File: config.mk
export PLATFORM = sky130hd
export DESIGN_NAME = lane_word_packer
export DESIGN_NICKNAME = d
export VERILOG_FILES = /design/src/rtl/lane_word_packer.sv
export SDC_FILE = /design/constraint.sdc
export NUM_CORES = 1
export LEC_CHECK = 0
export BUFFER_PORTS_ARGS = -buffer_cell sky130_fd_sc_hd__buf_4
export CORE_MARGIN = 2
export CORE_UTILIZATION = 45
export DETAILED_ROUTE_END_ITERATION = 6
export PLACE_DENSITY = 0.74
export REMOVE_ABC_BUFFERS = 1
export SLEW_MARGIN = 30
export SYNTH_ARGS = -nofsm -noshare
export SYNTH_HDL_FRONTEND = slang
export SYNTH_SLANG_ARGS = --single-unit
File: constraint.sdc
create_clock -name clk -period 4.35 [get_ports clk]
set_clock_uncertainty 0.1 [all_clocks]
set_input_delay 0.87 -clock clk [delete_from_list [all_inputs] [get_ports clk]]
set_output_delay 0.87 -clock clk [all_outputs]
set_load 0.01 [all_outputs]
File: src/rtl/lane_word_packer.sv
// Byte-stream to lane-word packer: collects LANE_W-bit symbols into N_LANES lanes,
// optionally removing a +1 per-lane bias, and emits words on a valid/ready port.
module lane_word_packer #(
  parameter int LANE_W   = 8,
  parameter int N_LANES  = 4,
  parameter int UNDO_INC = 1
) (
  input  logic                        clk,
  input  logic                        rst_n,
  input  logic [LANE_W-1:0]           s_data,
  input  logic                        s_valid,
  input  logic                        s_last,
  output logic                        s_ready,
  output logic [LANE_W*N_LANES-1:0]   m_data,
  output logic [N_LANES-1:0]          m_keep,
  output logic                        m_last,
  output logic                        m_valid,
  input  logic                        m_ready
);

  localparam int IDX_W = (N_LANES > 1) ? $clog2(N_LANES) : 1;

  logic [IDX_W-1:0]          idx_q,    idx_d;
  logic [LANE_W*N_LANES-1:0] acc_q,    acc_d;
  logic [N_LANES-1:0]        keep_q,   keep_d;
  logic [LANE_W*N_LANES-1:0] m_data_q, m_data_d;
  logic [N_LANES-1:0]        m_keep_q, m_keep_d;
  logic                      m_last_q, m_last_d;
  logic                      m_valid_q, m_valid_d;

  logic                      beat;
  logic                      close;
  logic [LANE_W-1:0]         sym;
  logic [LANE_W*N_LANES-1:0] acc_ins;
  logic [N_LANES-1:0]        keep_ins;

  assign s_ready = !m_valid_q || m_ready;
  assign beat    = s_valid && s_ready;
  assign close   = beat && ((idx_q == IDX_W'(N_LANES - 1)) || s_last);
  assign sym     = (UNDO_INC != 0) ? (s_data - LANE_W'(1)) : s_data;

  // Accumulator/keep with the current beat merged in; used both to advance and to close.
  always_comb begin
    acc_ins  = acc_q;
    keep_ins = keep_q;
    for (int unsigned k = 0; k < N_LANES; k++) begin
      if (idx_q == IDX_W'(k)) begin
        acc_ins[k*LANE_W +: LANE_W] = sym;
        keep_ins[k]                 = 1'b1;
      end
    end
  end

  always_comb begin
    idx_d     = idx_q;
    acc_d     = acc_q;
    keep_d    = keep_q;
    m_data_d  = m_data_q;
    m_keep_d  = m_keep_q;
    m_last_d  = m_last_q;
    m_valid_d = m_valid_q;

    if (m_valid_q && m_ready) begin
      m_valid_d = 1'b0;
    end

    if (close) begin
      m_data_d  = acc_ins;
      m_keep_d  = keep_ins;
      m_last_d  = s_last;
      m_valid_d = 1'b1;
      idx_d     = '0;
      acc_d     = '0;
      keep_d    = '0;
    end else if (beat) begin
      acc_d  = acc_ins;
      keep_d = keep_ins;
      idx_d  = idx_q + IDX_W'(1);
    end
  end

  always_ff @(posedge clk or negedge rst_n) begin
    if (!rst_n) begin
      idx_q     <= '0;
      acc_q     <= '0;
      keep_q    <= '0;
      m_data_q  <= '0;
      m_keep_q  <= '0;
      m_last_q  <= 1'b0;
      m_valid_q <= 1'b0;
    end else begin
      idx_q     <= idx_d;
      acc_q     <= acc_d;
      keep_q    <= keep_d;
      m_data_q  <= m_data_d;
      m_keep_q  <= m_keep_d;
      m_last_q  <= m_last_d;
      m_valid_q <= m_valid_d;
    end
  end

  assign m_data  = m_data_q;
  assign m_keep  = m_keep_q;
  assign m_last  = m_last_q;
  assign m_valid = m_valid_q;

endmodule

Word-level counts from Yosys, hierarchy flattened

Index checks and enable logic that the tools add are counted.

Register bits: 76
Memories: 0
Memory bits (writable): 0
Bits in latches: 0
Memory bits (read-only): 0
Output and inout port bits: 39
Input port bits: 13

Reductions and logical operators: 9
Equality and inequality tests: 3
Bitwise operators: 0
Add/sub/neg operators: 2
$mul: 0
Shift-type cells: 0
Divide/modulo/power cells: 0
Multiplexer cells: 16
$lt $le $gt $ge: 0

Operators by type and width:

| kind                                                                  | number |
|---|---|
| 32-bit two-way mux                                                    | 2 |
| 8-bit two-way mux                                                     | 4 |
| 4-bit two-way mux                                                     | 2 |
| 8-bit by 1-bit subtractor with 8-bit output, second input constant    | 1 |
| 1-bit two-way mux                                                     | 6 |
| 2-bit equality test, second input constant                            | 2 |
| 2-bit two-way mux                                                     | 2 |
| 2-bit nonzero test                                                    | 2 |
| 1-bit logical AND                                                     | 3 |
| 2-bit by 1-bit adder with 2-bit output, second input constant         | 1 |
| 2-bit by 1-bit equality test with 1-bit output, second input constant | 1 |
| 2-bit logical NOT                                                     | 1 |
| 1-bit logical OR                                                      | 2 |
| 1-bit logical NOT                                                     | 1 |

Logic depth before layout (Yosys ltp)

Depth in word-level cells: 5
Depth in mapped cells: 8

Least setup slack after synthesis

Ideal clock, no wire load.

Kind: input port to flip-flop
Start: input s_data[4]
End: register acc_q[14]
Path slack: 2.005 ns
Arrival: 2.124 ns
Buffers on the path: 0
Stages: 4
Data required time: 4.128 ns
Path through: or4_4 o21a_4 or2_1 a32o_1

Cells in the longest elaborated chain, start to end: 4

RTL lines:

| what                                        | RTL line | text |
|---|---|---|
| start: declaration                          | 10       | `input logic [LANE_W-1:0] s_data,` |
| 8-bit by 1-bit subtractor with 8-bit output | 40       | `assign sym = (UNDO_INC != 0) ? (s_data - LANE_W'(1)) : s_data;` |
| 8-bit two-way mux                           | 47       | `if (idx_q == IDX_W'(k)) begin` |
| 32-bit two-way mux                          | 75       | `end else if (beat) begin` |
| 32-bit two-way mux                          | 67       | `if (close) begin` |
| end signal: assignment                      | 85       | `acc_q <= '0;` |
| end signal: assignment                      | 93       | `acc_q <= acc_d;` |
| end: declaration                            | 24       | `logic [LANE_W*N_LANES-1:0] acc_q, acc_d;` |

No other way between the ends. The select of a mux whose other input is x is not followed.
A chain may end at the register's enable or synchronous reset.

Worst setup path in the final report

Start: register idx_q[0]
End: register acc_q[1]

Cells in the longest elaborated chain, start to end: 4
Elaborated cells on any way between the ends: 8
Classes of those cells: eq/ne: 1; mux: 3; reduce/logical: 4

RTL lines:

| what                                                     | RTL line | text |
|---|---|---|
| start: declaration                                       | 23       | `logic [IDX_W-1:0] idx_q, idx_d;` |
| start signal: assignment                                 | 92       | `idx_q <= idx_d;` |
| 2-bit logical NOT or 2-bit equality test (tied branches) | 47, 39   |  |
| 8-bit two-way mux or 1-bit logical OR (tied branches)    | 47, 39   |  |
| 32-bit two-way mux or 1-bit logical AND (tied branches)  | 75, 39   |  |
| 32-bit two-way mux or 2-bit nonzero test (tied branches) | n/a      |  |

Several ways; a longest one is shown, not always the timed one. The select of a mux whose other input is x is not followed.

==> flow_metrics.env <==
export IMPL_tightest_slew_ns=0.9520
export IMPL_clockRootBuffer="clkbuf_8"
export IMPL_crit_path_max_fanout=18
export IMPL_synth_area_um2=3312
export IMPL_fp_row_count=31
export IMPL_first_iter_violations=134
export IMPL_fillers=642
export IMPL_cts_tree="done"
export IMPL_grt_usage_pct=18.30
export IMPL_p_leak_uw=0.001896
export IMPL_routedWlPerCell_um=15.16
export IMPL_synthToLayoutAreaGrowth_pct=19.98
export IMPL_seq_area_um2=1902
export IMPL_nets=376
export IMPL_hp_start="m_data[19]$_DFFE_PN0P_"
export IMPL_avgViaCountPerCell=5.392
export IMPL_synth_edf_count=0
export IMPL_ys_types=33
export IMPL_p_per_area_nw_per_um2=517.7
export IMPL_path_clk_slew_ns=0.08
export IMPL_regToRegSetupSlack_ns=1.62
export IMPL_ir_worst_vdd_uv=226.1
export IMPL_fin_tns_setup_ns=0
export IMPL_timing_fmax_mhz=366.4
export IMPL_hold_path_class="flip-flop to flip-flop"
export IMPL_dp_hpwl_um=4512
export IMPL_antenna_cells=0
export IMPL_finalCritPeriodShare_pct=62.74
export IMPL_final_setup_viol_count=0
export IMPL_comb_power_share_pct=26.3
export IMPL_maxCapViolCount=0
export IMPL_switching_share_pct=30.44
export IMPL_multiInputGateArea_um2=1311
export IMPL_place_gp_congestion=0.7472
export IMPL_fp_dieH_um=89.79
export IMPL_outcome="complete, no violations"
export IMPL_period_needed_ns=2.729
export IMPL_syn_inst=316
export IMPL_crit_required_ns=4.53
export IMPL_grt_pass1_wl_um=11820
export IMPL_cp_start_kind="flip-flop"
export IMPL_synth_seq_cells=76
export IMPL_mostFrequentLayoutCell="dfrtp_1"
export IMPL_core_area_um2=7176
export IMPL_hold_viol=0
export IMPL_io_pins=52
export IMPL_drc_errors=0
export IMPL_ys_warn_count=0
export IMPL_path_class="flip-flop to flip-flop"
export IMPL_reg2regPathDepth=5
export IMPL_seq_area_frac_synth_pct=57.42
export IMPL_grt_pass1_vias=2487
export IMPL_portBuffers=51
export IMPL_clockBufferDepth=2
export IMPL_async_flop_share_pct=100.0
export IMPL_r2r_start="idx_q[0]$_DFFE_PN0P_"
export IMPL_cp_end_kind="flip-flop"
export IMPL_die_area_um2=8062
export IMPL_grt_antenna_before_repair=0
export IMPL_relSlewSlack_pct=36.53
export IMPL_cts_made_buffers=9
export IMPL_drt_wl_total_um=7002
export IMPL_grt_ovfl_total=0
export IMPL_mostFrequentLayoutCells="dfrtp_1 (76), buf_4 (51), nand2_1 (48)"
export IMPL_holdPathStages=1
export IMPL_vias=2491
export IMPL_insertion_delay_ns=0.35
export IMPL_rr_endpoint="acc_q[1]$_DFFE_PN0P_"
export IMPL_post_cts_resized=0
export IMPL_cts_setup_buffers=0
export IMPL_start_util_pct=46.16
export IMPL_h_tree_depth=3
export IMPL_clock_sinks=76
export IMPL_drive_above_1_share_pct=20.39
export IMPL_instances_no_fill=462
export IMPL_net_switching_power_uw=626.2
export IMPL_p_int_uw=1431
export IMPL_grt_max_degree=77
export IMPL_hold_end="m_data[19]$_DFFE_PN0P_"
export IMPL_die_w_um=89.79
export IMPL_cts_hold_buf=0
export IMPL_synthFlopType="dfrtp_1"
export IMPL_p_seq_share_pct=45.2
export IMPL_dp_cells=446
export IMPL_final_core_util_pct=55.38
export IMPL_postRouteAntennaNets=0
export IMPL_rsz0062_at_grt="false"
export IMPL_synth_avg_cell_area_um2=10.48
export IMPL_pwr_share_clk_pct=28.5
export IMPL_arrival_ns=2.91
export IMPL_final_max_slew_viol_count=0
export IMPL_first_pass_iters=5
[registers in the layout (all words and copies together) (netlist names)]
register / flops
acc_q: 32
idx_q: 2
keep_q: 4
m_data: 32
m_keep: 4
m_last: 1
m_valid: 1
[final cells by class]
type,instances,area share [%]
Sequential cell,76,47.86
Multi-Input combinational cell,212,33.00
Timing Repair Buffer,52,9.918
Clock buffer,11,3.558
Tap cell,99,3.117
Clock inverter,5,1.889
Inverter,7,0.6612
[worst max path at each step]
| stage | slack, ns | end | cells past startpoint | startpoint |
|---|---|---|---|---|
| global route | 1.52 | acc_q[6]$_DFFE_PN0P_ | 5 | idx_q[0]$_DFFE_PN0P_ |
| CTS | 1.55 | m_data[28]$_DFFE_PN0P_ | 5 | idx_q[0]$_DFFE_PN0P_ |
| global placement | 1.66 | acc_q[5]$_DFFE_PN0P_ | 6 | m_ready |
| floorplan | 1.76 | m_data[11]$_DFFE_PN0P_ | 4 | m_ready |
| detailed placement | 1.58 | m_data[28]$_DFFE_PN0P_ | 5 | idx_q[0]$_DFFE_PN0P_ |
| finish | 1.62 | acc_q[1]$_DFFE_PN0P_ | 5 | idx_q[0]$_DFFE_PN0P_ |
[power groups by stage]
stage | combinational (µW) | sequential [µW] | clock, µW
after floorplan | 242 | 976 | 0
after global placement | 535 | 941 | 0
after detailed placement | 545 | 946 | 0
after CTS | 547 | 932 | 594
after global routing | 598 | 951 | 629
final | 540 | 931 | 586
[synth_stat cells, types with 5 or more instances]
| cell | instances | share of area (%) |
|---|---|---|
| a21o_1 | 8 | 1.8 |
| a211oi_1 | 8 | 1.8 |
| a32o_1 | 9 | 2.7 |
| nor3b_1 | 9 | 2.0 |
| inv_1 | 7 | 0.79 |
| ha_1 | 5 | 1.9 |
| o21ai_0 | 43 | 6.5 |
| clkbuf_1 | 15 | 1.7 |
| nand2_1 | 48 | 5.4 |
| and2_1 | 9 | 1.7 |
| nor3_1 | 5 | 0.76 |
| dfrtp_1 | 76 | 57 |
| nor2_1 | 18 | 2.0 |
| a22o_1 | 14 | 3.7 |
[kinds of logic after synthesis]
family	after synthesis	share of synthesized area, %
AO/OA/AOI/OAI	96	19.46
XOR/XNOR	5	1.322
adder cells (fa/ha/maj)	5	1.889
buffers and inverters	28	3.287
flip-flops	76	57.42
multiplexers	4	1.209
AND/OR/NAND/NOR	102	15.41
[stage by stage]
stage          setup WS [ns]  power (µW)  hold WS, ns  cell area (µm²)
2_1_floorplan          1.763        1219       0.3446             3229
3_3_place_gp           1.662        1476       0.3565             3750
3_5_place_dp           1.581        1491       0.3654             3750
4_1_cts                1.553        2074       0.3857             3966
5_1_grt                1.522        2178       0.3923             3974
6_report               1.621        2057       0.3799             3974
[routing by layer]
metal / GRT usage (%) / wire, µm / vias up / part of all wire [%]
met5: 0 / 0 / - / 0
met4: 9.872 / 151 / 0 / 2.2
met3: 4.191 / 332 / 15 / 4.7
met2: 27.59 / 3263 / 64 / 47
met1: 24.76 / 3254 / 1213 / 46
li1: - / - / 1199 / -
[worst max-delay path, stage by stage (launching register included)]
cell and delay [ns]:
dfrtp_1 0.42, ha_1 0.47, nor2_1 0.33, nand3_1 0.38, o21ai_1 0.73, a22o_1 0.23
Note: power is estimated with default switching activity, not from simulation.
